==> config.mk <==
export PLATFORM = sky130hd
export DESIGN_NAME = somador_serial_ctrl
export DESIGN_NICKNAME = d
export VERILOG_FILES = /design/src/rtl/somador_serial_ctrl.sv
export SDC_FILE = /design/constraint.sdc
export NUM_CORES = 1
export LEC_CHECK = 0
export ABC_AREA = 1
export CELL_PAD_IN_SITES_DETAIL_PLACEMENT = 2
export CELL_PAD_IN_SITES_GLOBAL_PLACEMENT = 2
export CORE_AREA = 2 2 80 82
export DETAILED_ROUTE_END_ITERATION = 10
export DIE_AREA = 0 0 82 84
export GPL_TIMING_DRIVEN = 0
export PLACE_DENSITY_LB_ADDON = 0.1
export SLEW_MARGIN = 10
export SYNTH_ARGS = -nofsm -noshare
export SYNTH_HDL_FRONTEND = slang
export SYNTH_SLANG_ARGS = --single-unit
export TNS_END_PERCENT = 30
==> constraint.sdc <==
create_clock -name clk -period 1.4 [get_ports clk]
set_input_delay 0.28 -clock clk [delete_from_list [all_inputs] [get_ports clk]]
set_output_delay 0.28 -clock clk [all_outputs]
set_load 0.02 [all_outputs]
==> src/rtl/somador_serial_ctrl.sv <==
// somador_serial_ctrl
// Bit-serial adder controller. A single 1-bit full adder is evaluated once
// per cycle. Starting at the LSB it adds the operand shift registers and the
// carry flop. After WIDTH add cycles the assembled sum and the final carry
// are transferred to the output registers, and done pulses for one cycle.
//
// Parameters
//   WIDTH  operand/sum width in bits (2..32), default 8
//
// Ports
//   clk    in   1      single clock, rising edge
//   rst    in   1      asynchronous active-high reset
//   start  in   1      request one addition (accepted in IDLE or DONE)
//   a      in   WIDTH  operand A, sampled only on acceptance
//   b      in   WIDTH  operand B, sampled only on acceptance
//   cin    in   1      carry-in, sampled only on acceptance
//   busy   out  1      high while add cycles are in progress
//   done   out  1      one-cycle pulse: s/cout hold a fresh result
//   s      out  WIDTH  registered sum
//   cout   out  1      registered carry-out
//   ovf    out  1      two's-complement overflow, registered with s
//                      (present only when SOMADOR_SERIAL_OVF_EN is defined)
//
// Configuration macro: SOMADOR_SERIAL_OVF_EN

module somador_serial_ctrl #(
  parameter int WIDTH = 8
) (
  input  logic             clk,
  input  logic             rst,
  input  logic             start,
  input  logic [WIDTH-1:0] a,
  input  logic [WIDTH-1:0] b,
  input  logic             cin,
  output logic             busy,
  output logic             done,
  output logic [WIDTH-1:0] s,
  output logic             cout
`ifdef SOMADOR_SERIAL_OVF_EN
  ,
  output logic             ovf
`endif
);

  // The counter must be able to represent WIDTH without wrapping.
  localparam int CW = $clog2(WIDTH + 1);
  localparam logic [CW-1:0] LAST_CNT = CW'(WIDTH - 1);

  typedef enum logic [1:0] {
    IDLE = 2'd0,
    RUN  = 2'd1,
    DONE = 2'd2
  } state_t;

  state_t state;
  state_t state_nxt;

  logic [WIDTH-1:0] sh_a;
  logic [WIDTH-1:0] sh_b;
  logic [WIDTH-1:0] sh_sum;
  logic             carry;
  logic [CW-1:0]    cnt;

  logic             accept;
  logic             last_add;
  logic [1:0]       fa;
  logic             sum_bit;
  logic             carry_nxt;
  logic [WIDTH-1:0] sum_shifted;

  // One-bit full adder: returns {carry_out, sum}.
  function automatic logic [1:0] full_add(input logic x, input logic y,
                                          input logic c);
    logic p;
    p = x ^ y;
    return {(x & y) | (c & p), p ^ c};
  endfunction

  assign accept   = start && ((state == IDLE) || (state == DONE));
  assign last_add = (state == RUN) && (cnt == LAST_CNT);

  assign fa          = full_add(sh_a[0], sh_b[0], carry);
  assign sum_bit     = fa[0];
  assign carry_nxt   = fa[1];
  // New sum bits enter at the MSB side. After WIDTH shifts the first
  // (least significant) bit has reached bit 0.
  assign sum_shifted = {sum_bit, sh_sum[WIDTH-1:1]};

  // ---- FSM: state register ----
  always_ff @(posedge clk or posedge rst) begin
    if (rst) begin
      state <= IDLE;
    end else begin
      state <= state_nxt;
    end
  end

  // ---- FSM: next-state logic ----
  always_comb begin
    state_nxt = state;
    unique case (state)
      IDLE: if (start) state_nxt = RUN;
      // The transfer happens on the edge of the final add, so the result
      // is visible in the same cycle that done is high.
      RUN:  if (cnt == LAST_CNT) state_nxt = DONE;
      DONE: state_nxt = start ? RUN : IDLE;
      default: state_nxt = IDLE;
    endcase
  end

  // ---- FSM: outputs ----
  always_comb begin
    busy = 1'b0;
    done = 1'b0;
    unique case (state)
      RUN:     busy = 1'b1;
      DONE:    done = 1'b1;
      default: ;
    endcase
  end

  // ---- Datapath: operand/sum shift registers, carry flop, counter ----
  always_ff @(posedge clk or posedge rst) begin
    if (rst) begin
      sh_a   <= '0;
      sh_b   <= '0;
      sh_sum <= '0;
      carry  <= 1'b0;
      cnt    <= '0;
    end else if (accept) begin
      sh_a   <= a;
      sh_b   <= b;
      sh_sum <= '0;
      carry  <= cin;
      cnt    <= '0;
    end else if (state == RUN) begin
      sh_a   <= sh_a >> 1;
      sh_b   <= sh_b >> 1;
      sh_sum <= sum_shifted;
      carry  <= carry_nxt;
      cnt    <= cnt + CW'(1);
    end
  end

  // ---- Result registers: updated only on the final add cycle ----
  always_ff @(posedge clk or posedge rst) begin
    if (rst) begin
      s    <= '0;
      cout <= 1'b0;
    end else if (last_add) begin
      s    <= sum_shifted;
      cout <= carry_nxt;
    end
  end

`ifdef SOMADOR_SERIAL_OVF_EN
  // On the final add the carry flop holds the carry into the MSB.
  always_ff @(posedge clk or posedge rst) begin
    if (rst) begin
      ovf <= 1'b0;
    end else if (last_add) begin
      ovf <= carry ^ carry_nxt;
    end
  end
`endif

endmodule
==> out/summary.txt, run 1 <==
Cell area after synthesis = 0.00175 mm^2
Die Area = 0.00689 mm^2
Setup WS pre-CTS = -0.387 ns
Cell taking the most area after synthesis = dfrtp_1
CP Class = reg2out
Worst slew pin tran = 0.502 ns
CP Launch Type = register
Tot Pwr = 5.12 mW
Area occupied by multi-input gates = 638 um^2
CTS clock-pin slew for the worst setup and hold paths = 0.08 ns
Share of the synthesized area in the top cell type = 55.6%
Number of fill cells in the layout = 716
CTS buffer count = 5
Nets = 274
Clock Power Share = 14.9%
Worst setup margin = 0.00792 ns
Sequential power share = 37.2%
Clock Tree Root = clkbuf_8
Main synth FF type = dfrtp_1
Synth Register Bits = 39
PD cells = 2180 mW/mm^2
Final Hold Viols = 0
F_max = 718 MHz
Buffers on Ports = 30
Arrival @ worst endpoint = 1.11 ns
Setup Skew = 0.0112 ns
Critical path peak fanout = 3
Via density = 4.37
GRT met1 Usage = 17.4%
Max Slew Vio Count = 0
WL/cell = 12.5 um
Unrepaired setup endpoints after global routing = true
Seq/Total Area, Yosys = 55.6%
Max IR drop VDD = 0.590 mV
Met2 usage = 22.8%
Pleak = 1.25 nW
Area Overhead vs Synth = 34.2%
Post-synthesis cell type count = 20
Die H = 84 um
Period utilization = 99.4%
Reg area = 976 um^2
Total number of vias = 1437
Met3 Use GR = 3.57%
Initial antenna violation count = 0
Min-Delay Path Class = in2async
CP delay by family, top = flip-flops
Comb pwr share = 47.8%
Sw Ratio = 41.1%
Largest net degree at the start of global routing = 22
GPL Wtd Cong = 0.669
First-pass DRT Iterations = 4
Hpwl dp = 2940 um
Post-synth EDFFs = 0
N_diodes = 0
Status = finished, final reports clean
CP Capture Type = output port
First DRT Iteration DRCs = 22
Post-synthesis cell count = 209
Io pins = 31
Layout cell share with drive strength beyond 1 = 17.1%
DIE WIDTH = 82 um
Post-Syn Nets = 231
CTS tree = yes
CP Cell Sequence = nand2_4 > inv_6 > buf_8 > buf_6
Final non-filler cell total = 329
Num rows = 29
Total grt overflow = 0
Max Cap Viol = 0
CTS sink count = 39
Net Switching = 2.10 mW
H-tree depth = 2
First-pass GRT wire length = 7230 um
Avg Cell Area, Syn = 8.39 um^2
Post-Route WL = 4110 um
Synth top area cells = dfrtp_1, nand2_1, inv_1, o21ai_2, o22ai_1
CP Buf/Inv Count = 3
CP required = 1.12 ns
Slowest CP cell = dfrtp_1
WHS = 0.348 ns
Ys Warns = 0
Post-route ant nets = 0
CTS Hold Bufs = 0
Tot GR Track Use = 13.9%
CP max stage delay = 0.43 ns
Setup violators final = 0
Core area = 0.00610 mm^2
Vias in the first global route = 1510
Asr flop ratio synth = 100%
Dpl cells = 317
Initial Util = 28.8%
Slew margin rel. = 66.5%
Pint = 3.02 mW
Period minus WS final = 1.39 ns
DRC = 0
Max clock buf depth = 2
Clk Latency, worst-skew pair = 0.29 ns
Top Usage Layer GRT = met2
Final setup TNS = 0 ns
==> synthesized netlist by cell type (4+ instances only) <==
library cell,instances
nor2_1,4
o22ai_1,7
o21ai_2,9
nand2_1,99
dfrtp_1,39
inv_1,30
==> worst register-to-register path, stage by stage, from the launching register on <==
cell and delay [ns]:
dfrtp_1 0.43, buf_6 0.15, inv_1 0.06, nand2_2 0.09, nand2_4 0.11, buf_4 0.18, nand2_1 0.07, nand2_1 0.05
nand2_1 0.04
==> sequential cells by signal, summed over array words and instances, names as in the netlist <==
| name | cells |
|---|---|
| cout | 1 |
| carry | 1 |
| s | 8 |
| sh_a | 8 |
| cnt | 4 |
| state | 2 |
| sh_b | 8 |
| sh_sum | 7 |
==> final cells by class <==
class	instances	share of cell area (%)
buffer	6	2.82
clock buffer	6	3.51
clock inverter	1	0.213
inverter	32	5.53
multi-input combinational	132	27.1
sequential	39	41.4
tap	77	4.09
timing repair buffer	36	15.3
==> power groups by stage <==
stage	logic, mW	clock network, mW	registers, mW
finish	2.45	0.766	1.91
global route	2.84	0.859	1.98
CTS	2.34	0.801	1.91
detailed placement	2.33	0	1.94
global placement	2.24	0	1.91
floorplan	1.42	0	2.03
==> cells by family (layout without fill, tap and decap cells) <==
logic type | after synthesis | in the layout | share of synthesized area (%)
AND/OR/NAND/NOR | 110 | 110 | 24.7
flip-flops | 39 | 39 | 55.6
buffers and inverters | 38 | 81 | 9.70
AO/OA/AOI/OAI | 20 | 20 | 8.13
adder cells (fa/ha/maj) | 2 | 2 | 1.85
==> placed cells by master, fill, tap and decap left out <==
cell / count
nand2_1: 97
dfrtp_1: 39
inv_1: 28
clkdlybuf4s50_1: 19
o21ai_2: 9
dlygate4sd2_1: 9
o22ai_1: 7
buf_4: 6
clkbuf_8: 6
buf_6: 4
nand2_4: 3
nor2_1: 3
nor2_4: 2
inv_2: 2
nand2_2: 2
nand3_1: 2
inv_6: 2
o21ai_0: 2
buf_8: 1
nor2_2: 1
buf_12: 1
buf_2: 1
a21oi_1: 1
o21ai_1: 1
fa_1: 1
ha_2: 1
clkinv_2: 1
buf_16: 1
==> what timing repair did <==
action | CTS | global route
setup endpoints to repair | 12 | 22
pin swaps | 0 | 2
buffers inserted | 2 | 3
gates resized for setup | 23 | 17
==> through the flow <==
step           cell area, um^2  util [%]
2_1_floorplan             1750         -
3_3_place_gp              2150      35.3
3_5_place_dp              2180      35.7
4_1_cts                   2280      37.4
5_1_grt                   2350      38.6
6_report                  2350      38.6
==> per-layer routing <==
metal / vias up / wire, um
met3: 4 / 123
met1: 706 / 1870
met5: - / 0
li1: 707 / -
met2: 20 / 2080
met4: 0 / 41
==> final timing paths <==
kind	start	endpoint	slack, ns	depth (start not counted)
worst min-delay path	rst	sh_sum[3]$_DFFE_PP0P_	0.35	2
worst min register to register	sh_a[7]$_DFFE_PP0P_	sh_a[7]$_DFFE_PP0P_	0.47	2
worst max register to register	state[0]$_DFFE_PP0P_	sh_b[5]$_DFFE_PP0P_	0.11	8
worst max-delay path	state[0]$_DFFE_PP0P_	busy	0.008	4
min in group clk	sh_a[7]$_DFFE_PP0P_	sh_a[7]$_DFFE_PP0P_	0.47	2
max in group asynchronous	rst	sh_a[2]$_DFFE_PP0P_	0.58	3
(Power assumes the default switching activity.)
==> inputs of run 2 (changes only) <==
--- a/config.mk
+++ b/config.mk
@@ -8,9 +8,9 @@
 export ABC_AREA = 1
 export CELL_PAD_IN_SITES_DETAIL_PLACEMENT = 2
 export CELL_PAD_IN_SITES_GLOBAL_PLACEMENT = 2
-export CORE_AREA = 2 2 80 82
+export CORE_AREA = 2 2 76 78
 export DETAILED_ROUTE_END_ITERATION = 10
-export DIE_AREA = 0 0 82 84
+export DIE_AREA = 0 0 78 80
 export GPL_TIMING_DRIVEN = 0
 export PLACE_DENSITY_LB_ADDON = 0.1
 export SLEW_MARGIN = 10
==> constraint.sdc (replaced) <==
create_clock -name clk -period 1.8 [get_ports clk]
set_input_delay 0.36 -clock clk [delete_from_list [all_inputs] [get_ports clk]]
set_output_delay 0.36 -clock clk [all_outputs]
set_load 0.02 [all_outputs]
==> run 2 against run 1 <==
  * Core utilization is 3.7 points higher
  * Clock power is 0.7% lower
  * Sequential power is 21% lower
  * Hold slack better by 0.048 ns
  * Sequential share of layout area is 1.2 points higher
  * Wire length is 6.7% higher
  * Largest cell class unchanged
==> out/summary.txt, run 2 (synthesis gave the netlist of run 1 again) <==
Status = finished, final reports clean
Clock Power Share = 18.8%
Reg-to-Reg End = sh_b[4]$_DFFE_PP0P_
Largest net degree at the start of global routing = 22
CTS sink count = 39
Total grt overflow = 0
Post-route ant nets = 0
Design area = 0.00229 mm^2
CP delay by family, top = buffers and inverters
Setup Skew = 0.00592 ns
Number of fill cells in the layout = 611
Reg-to-reg setup timing slack = 0.37 ns
R2R cell count = 6
Max Slew Vio Count = 0
Core area = 0.00541 mm^2
Setup violators final = 0
Max clock buf depth = 2
First-pass DRT Iterations = 4
CP Buf/Inv Count = 3
CP max stage delay = 0.36 ns
Post-Route WL = 4380 um
Via density = 4.48
CTS buffer count = 5
First DRT Iteration DRCs = 23
CP required = 1.44 ns
WHS = 0.397 ns
First-pass GRT wire length = 7590 um
Met3 Use GR = 4.07%
N_diodes = 0
Pint = 2.41 mW
Initial antenna violation count = 0
Sequential power share = 37.1%
CP Cell Sequence = inv_1 > nand2_2 > inv_4 > clkdlybuf4s15_2
Hpwl dp = 3170 um
Pleak = 1.20 nW
Slew margin rel. = 69.1%
Total number of vias = 1435
Sw Ratio = 40.2%
Final setup TNS = 0 ns
Tot Pwr = 4.04 mW
Critical path peak fanout = 19
Period utilization = 93.1%
Nets = 269
GPL Wtd Cong = 0.695
CP Launch Type = register
Max Cap Viol = 0
Area after DPL = 0.00217 mm^2
Net Switching = 1.62 mW
WL/cell = 13.7 um
Die H = 80 um
Most frequent cells in the layout = nand2_1, dfrtp_1, inv_1
Slowest CP cell = dfrtp_1
Layout cell share with drive strength beyond 1 = 13.3%
Io pins = 31
Arrival @ worst endpoint = 1.32 ns
CP Capture Type = output port
Vias in the first global route = 1574
Tot GR Track Use = 16.1%
GRT met1 Usage = 17.9%
Origin of the critical flop-to-flop path = state[0]$_DFFE_PP0P_
Unrepaired setup endpoints after global routing = false
Registers with the most flip-flops = s x8, sh_a x8, sh_b x8
DRC = 0
Min-Delay Path Class = in2async
CTS tree = yes
Area Overhead vs Synth = 30.5%
Final Core Density = 42.4%
CTS clock-pin slew for the worst setup and hold paths = 0.08 ns
Num rows = 27
F_max = 597 MHz
Buffers on Ports = 30
Comb pwr share = 44.0%
Met2 usage = 29.7%
CP Class = reg2out
Clk Latency, worst-skew pair = 0.29 ns
Top Usage Layer GRT = met2
Commonest non-fill, non-tap cell in the layout = nand2_1
Worst slew pin tran = 0.462 ns
H-tree depth = 2
DIE WIDTH = 78 um
Period minus WS final = 1.68 ns
Clock Tree Root = clkbuf_8
PD cells = 1760 mW/mm^2
Max IR drop VDD = 0.478 mV
Die Area = 0.00624 mm^2
CTS Hold Bufs = 0
Final Hold Viols = 0
Initial Util = 32.5%
==> run 2: cell types whose count changed in the layout (fill, tap and decap cells not counted), moves of 2 or more <==
cell | before | now
buf_4 | 6 | 2
inv_6 | 2 | 0
nand2_1 | 97 | 99
buf_6 | 4 | 2
clkdlybuf4s50_1 | 19 | 28
dlygate4sd2_1 | 9 | 1
nand2_4 | 3 | 1
nor2_4 | 2 | 0
==> run 2: through the flow <==
| step | worst slack [ns] | instances |
|---|---|---|
| floorplan | 0.551 | 209 |
| global placement | -0.396 | 311 |
| detailed placement | -0.0342 | 312 |
| CTS | 0.0841 | 320 |
| global route | 0.00439 | 320 |
| finish | 0.124 | 320 |
==> run 2: power groups by stage <==
stage	registers, mW	logic, mW	clock network [mW]
floorplan	1.58	1.10	0
global placement	1.49	1.72	0
detailed placement	1.51	1.83	0
CTS	1.50	1.83	0.797
global route	1.55	2.03	0.823
finish	1.50	1.78	0.761
==> run 2: routing by layer <==
| metal | vias up | part of all wire (%) |
|---|---|---|
| li1 | 701 | - |
| met4 | 0 | 1.7 |
| met2 | 24 | 53 |
| met3 | 6 | 2.9 |
| met5 | - | 0 |
| met1 | 704 | 42 |
==> run 2: worst max path at each step <==
| stage | startpoint | cells after the start | slack, ns | endpoint |
|---|---|---|---|---|
| finish | state[1]$_DFFE_PP0P_ | 4 | 0.12 | busy |
| global route | state[1]$_DFFE_PP0P_ | 4 | 0.004 | busy |
| CTS | state[1]$_DFFE_PP0P_ | 4 | 0.08 | busy |
| detailed placement | state[1]$_DFFE_PP0P_ | 5 | -0.03 | busy |
| global placement | rst | 2 | -0.40 | sh_b[1]$_DFFE_PP0P_ |
| floorplan | rst | 1 | 0.55 | carry$_DFFE_PP0P_ |
==> run 2: repair_timing <==
item / in CTS / in global routing
buffers inserted: 1 / 0
setup endpoints to repair: 2 / 0
gates resized for setup: 4 / 0
==> run 2: final cells by class <==
type	instances	area (um^2)	area share, %
buffer	5	40.0	1.75
clock buffer	6	82.6	3.61
clock inverter	2	35.0	1.53
inverter	32	123	5.36
multi-input combinational	132	608	26.6
sequential	39	976	42.6
tap	72	90.1	3.93
timing repair buffer	32	335	14.6
